**config.mk**
```make
export PLATFORM = sky130hd
export DESIGN_NAME = four_bit_add_sub_flat
export DESIGN_NICKNAME = d
export VERILOG_FILES = /design/src/rtl/four_bit_add_sub_pkg.sv /design/src/rtl/four_bit_add_sub_if.sv /design/src/rtl/four_bit_add_sub_full_adder.sv /design/src/rtl/four_bit_add_sub.sv /design/src/flat_wrapper.sv
export SDC_FILE = /design/constraint.sdc
export NUM_CORES = 1
export LEC_CHECK = 0
export CAP_MARGIN = 0
export CORE_AREA = 4 4 41 43
export CTS_CLUSTER_SIZE = 14
export DETAILED_ROUTE_END_ITERATION = 8
export DIE_AREA = 0 0 45 47
export GPL_TIMING_DRIVEN = 0
export PLACE_DENSITY_LB_ADDON = 0.08
export SLEW_MARGIN = 15
export SYNTH_ARGS = -nofsm -noshare
export SYNTH_HDL_FRONTEND = slang
export SYNTH_SLANG_ARGS = --single-unit
```
**constraint.sdc**
```tcl
create_clock -name clk -period 1.1 [get_ports clk]
set_clock_uncertainty 0.15 [all_clocks]
set_input_delay 0.11 -clock clk [delete_from_list [all_inputs] [get_ports clk]]
set_output_delay 0.11 -clock clk [all_outputs]
set_load 0.005 [all_outputs]
```
**src/rtl/four_bit_add_sub_pkg.sv**
```systemverilog
// Shared constants for the registered ripple-carry adder/subtractor.
// Latency: n/a (constants only).
// Backpressure: n/a.
package four_bit_add_sub_pkg;

    // Default operand/result width
    localparam int ADD_SUB_WIDTH = 4;

    // Mode encoding on ctrl
    localparam logic OP_ADD = 1'b0;
    localparam logic OP_SUB = 1'b1;

endpackage

```
**src/rtl/four_bit_add_sub_if.sv**
```systemverilog
// Operand/result bundle for four_bit_add_sub; ovf member exists only with FOUR_BIT_ADD_SUB_OVF_EN.
// Latency: n/a (wiring only).
// Backpressure: none, results are presented unconditionally one cycle after in_valid.
interface four_bit_add_sub_if
    import four_bit_add_sub_pkg::*;
#(
    parameter int WIDTH = ADD_SUB_WIDTH
);
    logic             in_valid;
    logic [WIDTH-1:0] a;
    logic [WIDTH-1:0] b;
    logic             ctrl;
    logic [WIDTH-1:0] sd;
    logic             cb;
    logic             out_valid;
`ifdef FOUR_BIT_ADD_SUB_OVF_EN
    logic             ovf;

    modport master (output in_valid, a, b, ctrl, input sd, cb, out_valid, ovf);
    modport slave  (input in_valid, a, b, ctrl, output sd, cb, out_valid, ovf);
`else
    modport master (output in_valid, a, b, ctrl, input sd, cb, out_valid);
    modport slave  (input in_valid, a, b, ctrl, output sd, cb, out_valid);
`endif

endinterface

```
**src/rtl/four_bit_add_sub_full_adder.sv**
```systemverilog
// One-bit full adder, the cell of the ripple chain.
// Latency: combinational.
// Backpressure: none.
module full_adder (
    input  logic a,
    input  logic b,
    input  logic cin,
    output logic s,
    output logic cout
);

    assign s    = a ^ b ^ cin;
    assign cout = (a & b) | (cin & (a ^ b));

endmodule

```
**src/rtl/four_bit_add_sub.sv**
```systemverilog
// Registered ripple-carry A+B / A-B (A + ~B + 1); optional signed overflow via FOUR_BIT_ADD_SUB_OVF_EN.
// Latency: 1 cycle from in_valid to out_valid; one result per cycle when in_valid is held high.
// Backpressure: none; outputs hold when in_valid is low, out_valid pulses for one cycle per result.
module four_bit_add_sub
    import four_bit_add_sub_pkg::*;
#(
    parameter int WIDTH = ADD_SUB_WIDTH
)(
    input  logic             clk,
    input  logic             rst,
    four_bit_add_sub_if.slave bus
);

    if (WIDTH < 2 || WIDTH > 32) begin : g_width_check
        $error("four_bit_add_sub: WIDTH must be in 2..32");
    end

    // Subtraction reuses the adder: invert B and inject ctrl as the carry-in
    logic             sub_mode;
    logic [WIDTH-1:0] b_eff;
    logic [WIDTH-1:0] sum;

    assign sub_mode = (bus.ctrl == OP_SUB);
    assign b_eff    = bus.b ^ {WIDTH{sub_mode}};

    // Per-stage carry scalars keep each link of the chain a distinct net
    for (genvar i = 0; i < WIDTH; i++) begin : g_bit
        logic cin;
        logic cout;

        if (i == 0) begin : g_lsb
            assign cin = sub_mode;
        end else begin : g_mid
            assign cin = g_bit[i-1].cout;
        end

        full_adder u_fa (
            .a    (bus.a[i]),
            .b    (b_eff[i]),
            .cin  (cin),
            .s    (sum[i]),
            .cout (cout)
        );
    end

    logic             carry_out;
    logic [WIDTH-1:0] sd_q;
    logic             cb_q;
    logic             vld_q;

    assign carry_out = g_bit[WIDTH-1].cout;

    // Capture result on in_valid; out_valid tracks in_valid one cycle later
    always_ff @(posedge clk or posedge rst) begin
        if (rst) begin
            sd_q  <= '0;
            cb_q  <= 1'b0;
            vld_q <= 1'b0;
        end else begin
            vld_q <= bus.in_valid;
            if (bus.in_valid) begin
                sd_q <= sum;
                cb_q <= carry_out;
            end
        end
    end

    assign bus.sd        = sd_q;
    assign bus.cb        = cb_q;
    assign bus.out_valid = vld_q;

`ifdef FOUR_BIT_ADD_SUB_OVF_EN
    logic ovf_q;
    logic ovf_n;

    // Signed overflow: carry into the MSB disagrees with carry out of it
    assign ovf_n = g_bit[WIDTH-1].cin ^ carry_out;

    // Overflow flag registered alongside the result
    always_ff @(posedge clk or posedge rst) begin
        if (rst) begin
            ovf_q <= 1'b0;
        end else if (bus.in_valid) begin
            ovf_q <= ovf_n;
        end
    end

    assign bus.ovf = ovf_q;
`endif

endmodule

```
**src/flat_wrapper.sv**
```systemverilog
// flat-port wrapper written by rule: the top's interface ports become plain ports
module four_bit_add_sub_flat import four_bit_add_sub_pkg::*;
#(
    parameter int WIDTH = ADD_SUB_WIDTH
)
  (clk, rst, bus_in_valid, bus_a, bus_b, bus_ctrl, bus_sd, bus_cb, bus_out_valid);
  four_bit_add_sub_if #(.WIDTH(WIDTH)) bus_i ();
  input  logic clk;
  input  logic rst;
  input wire logic [$bits(bus_i.in_valid)-1:0] bus_in_valid;
  input wire logic [$bits(bus_i.a)-1:0] bus_a;
  input wire logic [$bits(bus_i.b)-1:0] bus_b;
  input wire logic [$bits(bus_i.ctrl)-1:0] bus_ctrl;
  output wire logic [$bits(bus_i.sd)-1:0] bus_sd;
  output wire logic [$bits(bus_i.cb)-1:0] bus_cb;
  output wire logic [$bits(bus_i.out_valid)-1:0] bus_out_valid;
  assign bus_i.in_valid = bus_in_valid;
  assign bus_i.a = bus_a;
  assign bus_i.b = bus_b;
  assign bus_i.ctrl = bus_ctrl;
  assign bus_sd = bus_i.sd;
  assign bus_cb = bus_i.cb;
  assign bus_out_valid = bus_i.out_valid;
  four_bit_add_sub #(.WIDTH(WIDTH)) u_core (.clk(clk), .rst(rst), .bus(bus_i));
endmodule
```
; ---- Word-level counts from Yosys, hierarchy flattened
; Index checks and enable logic that the tools add are counted.
[classes]
n_bitwise = 21
[op_table]
columns = op, n
row1 = bitwise AND 1 bit, 8
row2 = XOR 1 bit, 8
row3 = bitwise OR 1 bit, 4
row4 = XOR 4 bit, 1
[word_totals]
word_cells = 24
regBits = 6
in_bits = 12
output_inout_bits = 6

; ---- Depth between registers and ports, before layout
[logic_depth]
word_depth = 10
mapped_depth = 6
depth_no_buf = 6

; ---- Modules after synthesis
; Synthesis repeated with hierarchy kept, for this count alone.
[hier_totals]
hier_cells = 20
hier_area_um2 = 325.3
[by_module_without_submodules]
columns = module, cells_per_inst, area_each_um2, n_inst, seq_area_each_um2
row1 = four_bit_add_sub, 16, 245.2, 1, 150.1
row2 = full_adder, 1, 20.0, 4, 0.0

; ---- Worst setup path before layout
; Ideal clock, no wire load.
[synth_path]
path_type = input port to flip-flop
startpoint = input port bus_b[1]
endpoint = register u_core.sd_q[3], in the netlist u_core.bus.sd[3]
stages = 6
n_path_buf = 0
setup_ns = 0.125
arrival_time_ns = 1.704
slack_ns = -0.879
required_time_ns = 0.825
path_cell_list = xnor2_1 -> fa_1 -> fa_1 -> inv_1 -> fa_1 -> mux2_4
[synth_via]
elab_chain_len = 7
word_cells_on_any_way = 8
cone_classes = bitwise (8)
[synth_lines]
columns = element, line_no
row1 = "start, declared", flat_wrapper.sv:12  ; input wire logic [$bits(bus_i.b)-1:0] bus_b;
row2 = XOR 4 bit (*), four_bit_add_sub.sv:24  ; assign b_eff = bus.b ^ {WIDTH{sub_mode}};
row3 = XOR 1 bit, four_bit_add_sub_full_adder.sv:13  ; assign cout = (a & b) | (cin & (a ^ b));
row4 = bitwise AND 1 bit, four_bit_add_sub_full_adder.sv:13
row5 = bitwise OR 1 bit (*), four_bit_add_sub_full_adder.sv:13
row6 = bitwise AND 1 bit (*), four_bit_add_sub_full_adder.sv:13
row7 = bitwise OR 1 bit (*), four_bit_add_sub_full_adder.sv:13
row8 = XOR 1 bit (*), four_bit_add_sub_full_adder.sv:12  ; assign s = a ^ b ^ cin;
row9 = via u_core.g_bit[3].u_fa.s, four_bit_add_sub_full_adder.sv:8  ; output logic s,
row10 = "end signal, assigned", four_bit_add_sub.sv:62  ; sd_q <= sum;
row11 = "end, declared", four_bit_add_sub.sv:47  ; logic [WIDTH-1:0] sd_q;
; The timed path passes the listed nets; every way through them passes the cells marked *.
; A chain may end at the register's enable or synchronous reset.

; ---- Worst setup path in the final report
; Same ends and word-level chain as after synthesis.

==> impl_results.md <==
- Status: complete, but fails checks
- Failing checks: setup timing
- Highest clock rate: 550 MHz
- Count of final hold-check violations: 0
- Area growth syn-to-layout: 67.2%
- WS Path Type: input pin to flip-flop
- Max cap viols: 0
- Worst Hold Class: input pin to flip-flop
- DRT Wirelength: 739 um
- Reg-to-reg slack, setup: 180 ps
- GR Overflow Total: 0
- Crit path buf inv count: 2
- Leading area contributor after synthesis: dfrtp_1
- Via Count: 248
- Worst Path Max Fanout: 1
- Peak VDD IR: 0.631 mV
- Nets@finish: 65
- Die footprint: 2120 um^2
- Fin Hold WS: 12.2 ps
- HPWL Detailed: 620 um
- Count leader, synth: dfrtp_1
- GRT Util Overall: 0.0903
- Cell Count Post-Placement: 59
- Leak: 0.268 nW
- Post-layout minimum cycle time: 1820 ps
- Largest net degree at the start of global routing: 8
- Vias per std cell: 3.94
- CP Data Required Time: 1070 ps
- DRC viols: 0
- Top cells by area, synth: dfrtp_1, fa_1, mux2_4, xnor2_1, mux2i_1
- First-pass GRT wire length: 1240 um
- Ys async rst share: 1.00
- H-tree Lvls: 1
- Post-Syn Instances: 27
- Unique cell type count in the Yosys netlist: 10
- Worst hold stages: 3
- Post-Layout Cell Count: 63
- Top delay family on crit path: adder cells
- Worst Reg-to-Reg Cells: 1
- Number of global-route vias before repair: 280
- FF-to-FF End: u_core.bus.sd[3]$_DFFE_PP0P_
- Initial DRT Pass Iterations: 2
- Synth cell count leaders: dfrtp_1, inv_1, fa_1, xnor2_1
- TritonCTS clock tree: yes
- Ys flop type: dfrtp_1
- Hold path startpoint: bus_b[0]
- Post-route ant nets: 0
- IO Pins: 18
- Number of synthesized flops with an enable pin: 0
- CTS max path bufs: 2
- ANT cells: 0
- Die W: 45 um
- Clk_lat worst skew: 240 ps
- Synth warn: 0
- Slowest CP cell: fa_1
- CTS Sinks: 6
- Syn_nets: 42
- Syn Area/Cell: 12.7 um^2
- Pwr Density: 1290 nW/um^2
- Tcrit/Tclk final: 1.65
- Rows: 13
- Setup Viol. Count Final: 3
- Top cell type's share of synthesized area: 0.438
- Layout cells sized above 1: 0.458
- Worst slack, placed: -1580 ps
- Hold Path Sink: u_core.bus.sd[0]$_DFFE_PP0P_
- Slew margin rel.: 0.841
- Starting Density: 0.263
- Worst Setup End Kind: flip-flop
- Clock slew at the register clock pins of the worst setup and hold paths: 50 ps
- Crit-path cells: buf_8 > xnor2_4 > fa_2 > fa_2 > inv_2 > fa_1 > mux2_4
- Clock Tree Root: clkbuf_4
- CP arrival: 1790 ps
- PortBufs: 17
- GP Congestion: 0.729
- RSZ-0062 raised after global routing: true
- Final worst slack: -718 ps
- Seq/Total Area, Yosys: 0.438
- Pins Over Slew Limit: 0
- CTS Buf Count: 3
- Reg-to-Reg Start: u_core.bus.sd[3]$_DFFE_PP0P_
- WL per Instance: 11.7 um
- Worst-Margin Slew: 238 ps
- CP peak stage delay: 410 ps
- Die H: 47 um
- Initial antenna violation count: 0
- Yosys reg bits: 6
- Syn Std Cell Area: 343 um^2
- Total core area: 1300 um^2
- Startpoint Class: input pin
- Cell with the most instances on the worst path: fa_2
- DR iter-0 viols: 1
## flip-flops by register name (all words and copies together), names as in the netlist
name                  cells
u_core.bus.cb             1
u_core.bus.out_valid      1
u_core.bus.sd             4
## power breakdown
group	switching (mW)	total (mW)	internal [mW]
Sequential	0.0243	0.290	0.266
Combinational	0.0938	0.242	0.148
Clock	0.0820	0.206	0.124
## metrics by stage
step | total power, mW | setup TNS, ps | instance area, um^2 | utilization
2_1_floorplan | 0.405 | -1610 | 367 | -
3_3_place_gp | 0.561 | -4390 | 556 | 0.427
3_5_place_dp | 0.575 | -4630 | 556 | 0.427
4_1_cts | 0.762 | -1770 | 573 | 0.440
5_1_grt | 0.794 | -1650 | 573 | 0.440
6_report | 0.738 | -1470 | 573 | 0.440
## worst max path at each step
stage	depth (start not counted)	slack (ps)	from	to
finish	7	-720	bus_b[1]	u_core.bus.sd[3]$_DFFE_PP0P_
global route	7	-760	bus_b[1]	u_core.bus.sd[3]$_DFFE_PP0P_
CTS	7	-830	bus_b[0]	u_core.bus.sd[3]$_DFFE_PP0P_
detailed placement	7	-1580	bus_ctrl	u_core.bus.sd[3]$_DFFE_PP0P_
global placement	7	-1510	bus_ctrl	u_core.bus.sd[3]$_DFFE_PP0P_
floorplan	6	-790	bus_ctrl	u_core.bus.sd[3]$_DFFE_PP0P_
## cell type report
class	instances	area [um^2]
timing repair buffer	18	161
fill	138	728
inverter	5	18.8
buffer	1	11.3
tap	15	18.8
multi-input combinational	15	190
clock buffer	3	22.5
sequential	6	150
## timing repair
item / CTS / global route
pin swaps: 3 / 4
setup endpoints to repair: 10 / 6
hold buffers: 1 / 0
hold endpoints to repair: 6 / 0
setup buffers: 0 / 0
gates resized for setup: 39 / 11
## metal layers
layer,GRT usage,wire [um],vias to the layer above
met5,0,0,-
met3,0.0115,35,0
met4,0.105,0,0
met2,0.150,439,7
li1,-,-,124
met1,0.0918,265,117
## cell families (layout without fill, tap and decap cells)
logic type / count (synthesis) / after routing / share of synthesized area
mux: 4 / 4 / 0.146
xor+xnor: 4 / 4 / 0.102
flops: 6 / 6 / 0.438
compound gates: 2 / 2 / 0.0292
fa+ha+maj: 3 / 3 / 0.175
simple gates: 2 / 2 / 0.0219
buf+inv: 6 / 27 / 0.0876
## tightest hold or removal path, delay by kind of cell
kind,cells,cell delay [ps]
AOI/OAI and AO/OA,1,60
buffers and inverters,1,80
xor gates and xnor gates,1,110
## placed cells by master, fill, tap and decap left out, types with 2 or more instances in the layout
master / n
clkdlybuf4s50_1: 6
dfrtp_1: 6
clkbuf_2: 4
inv_1: 3
clkbuf_4: 3
buf_2: 3
buf_6: 2
nor2_1: 2
a21oi_1: 2
mux2_4: 2
inv_2: 2
xnor2_1: 2
fa_2: 2
(Power assumes the default switching activity.)
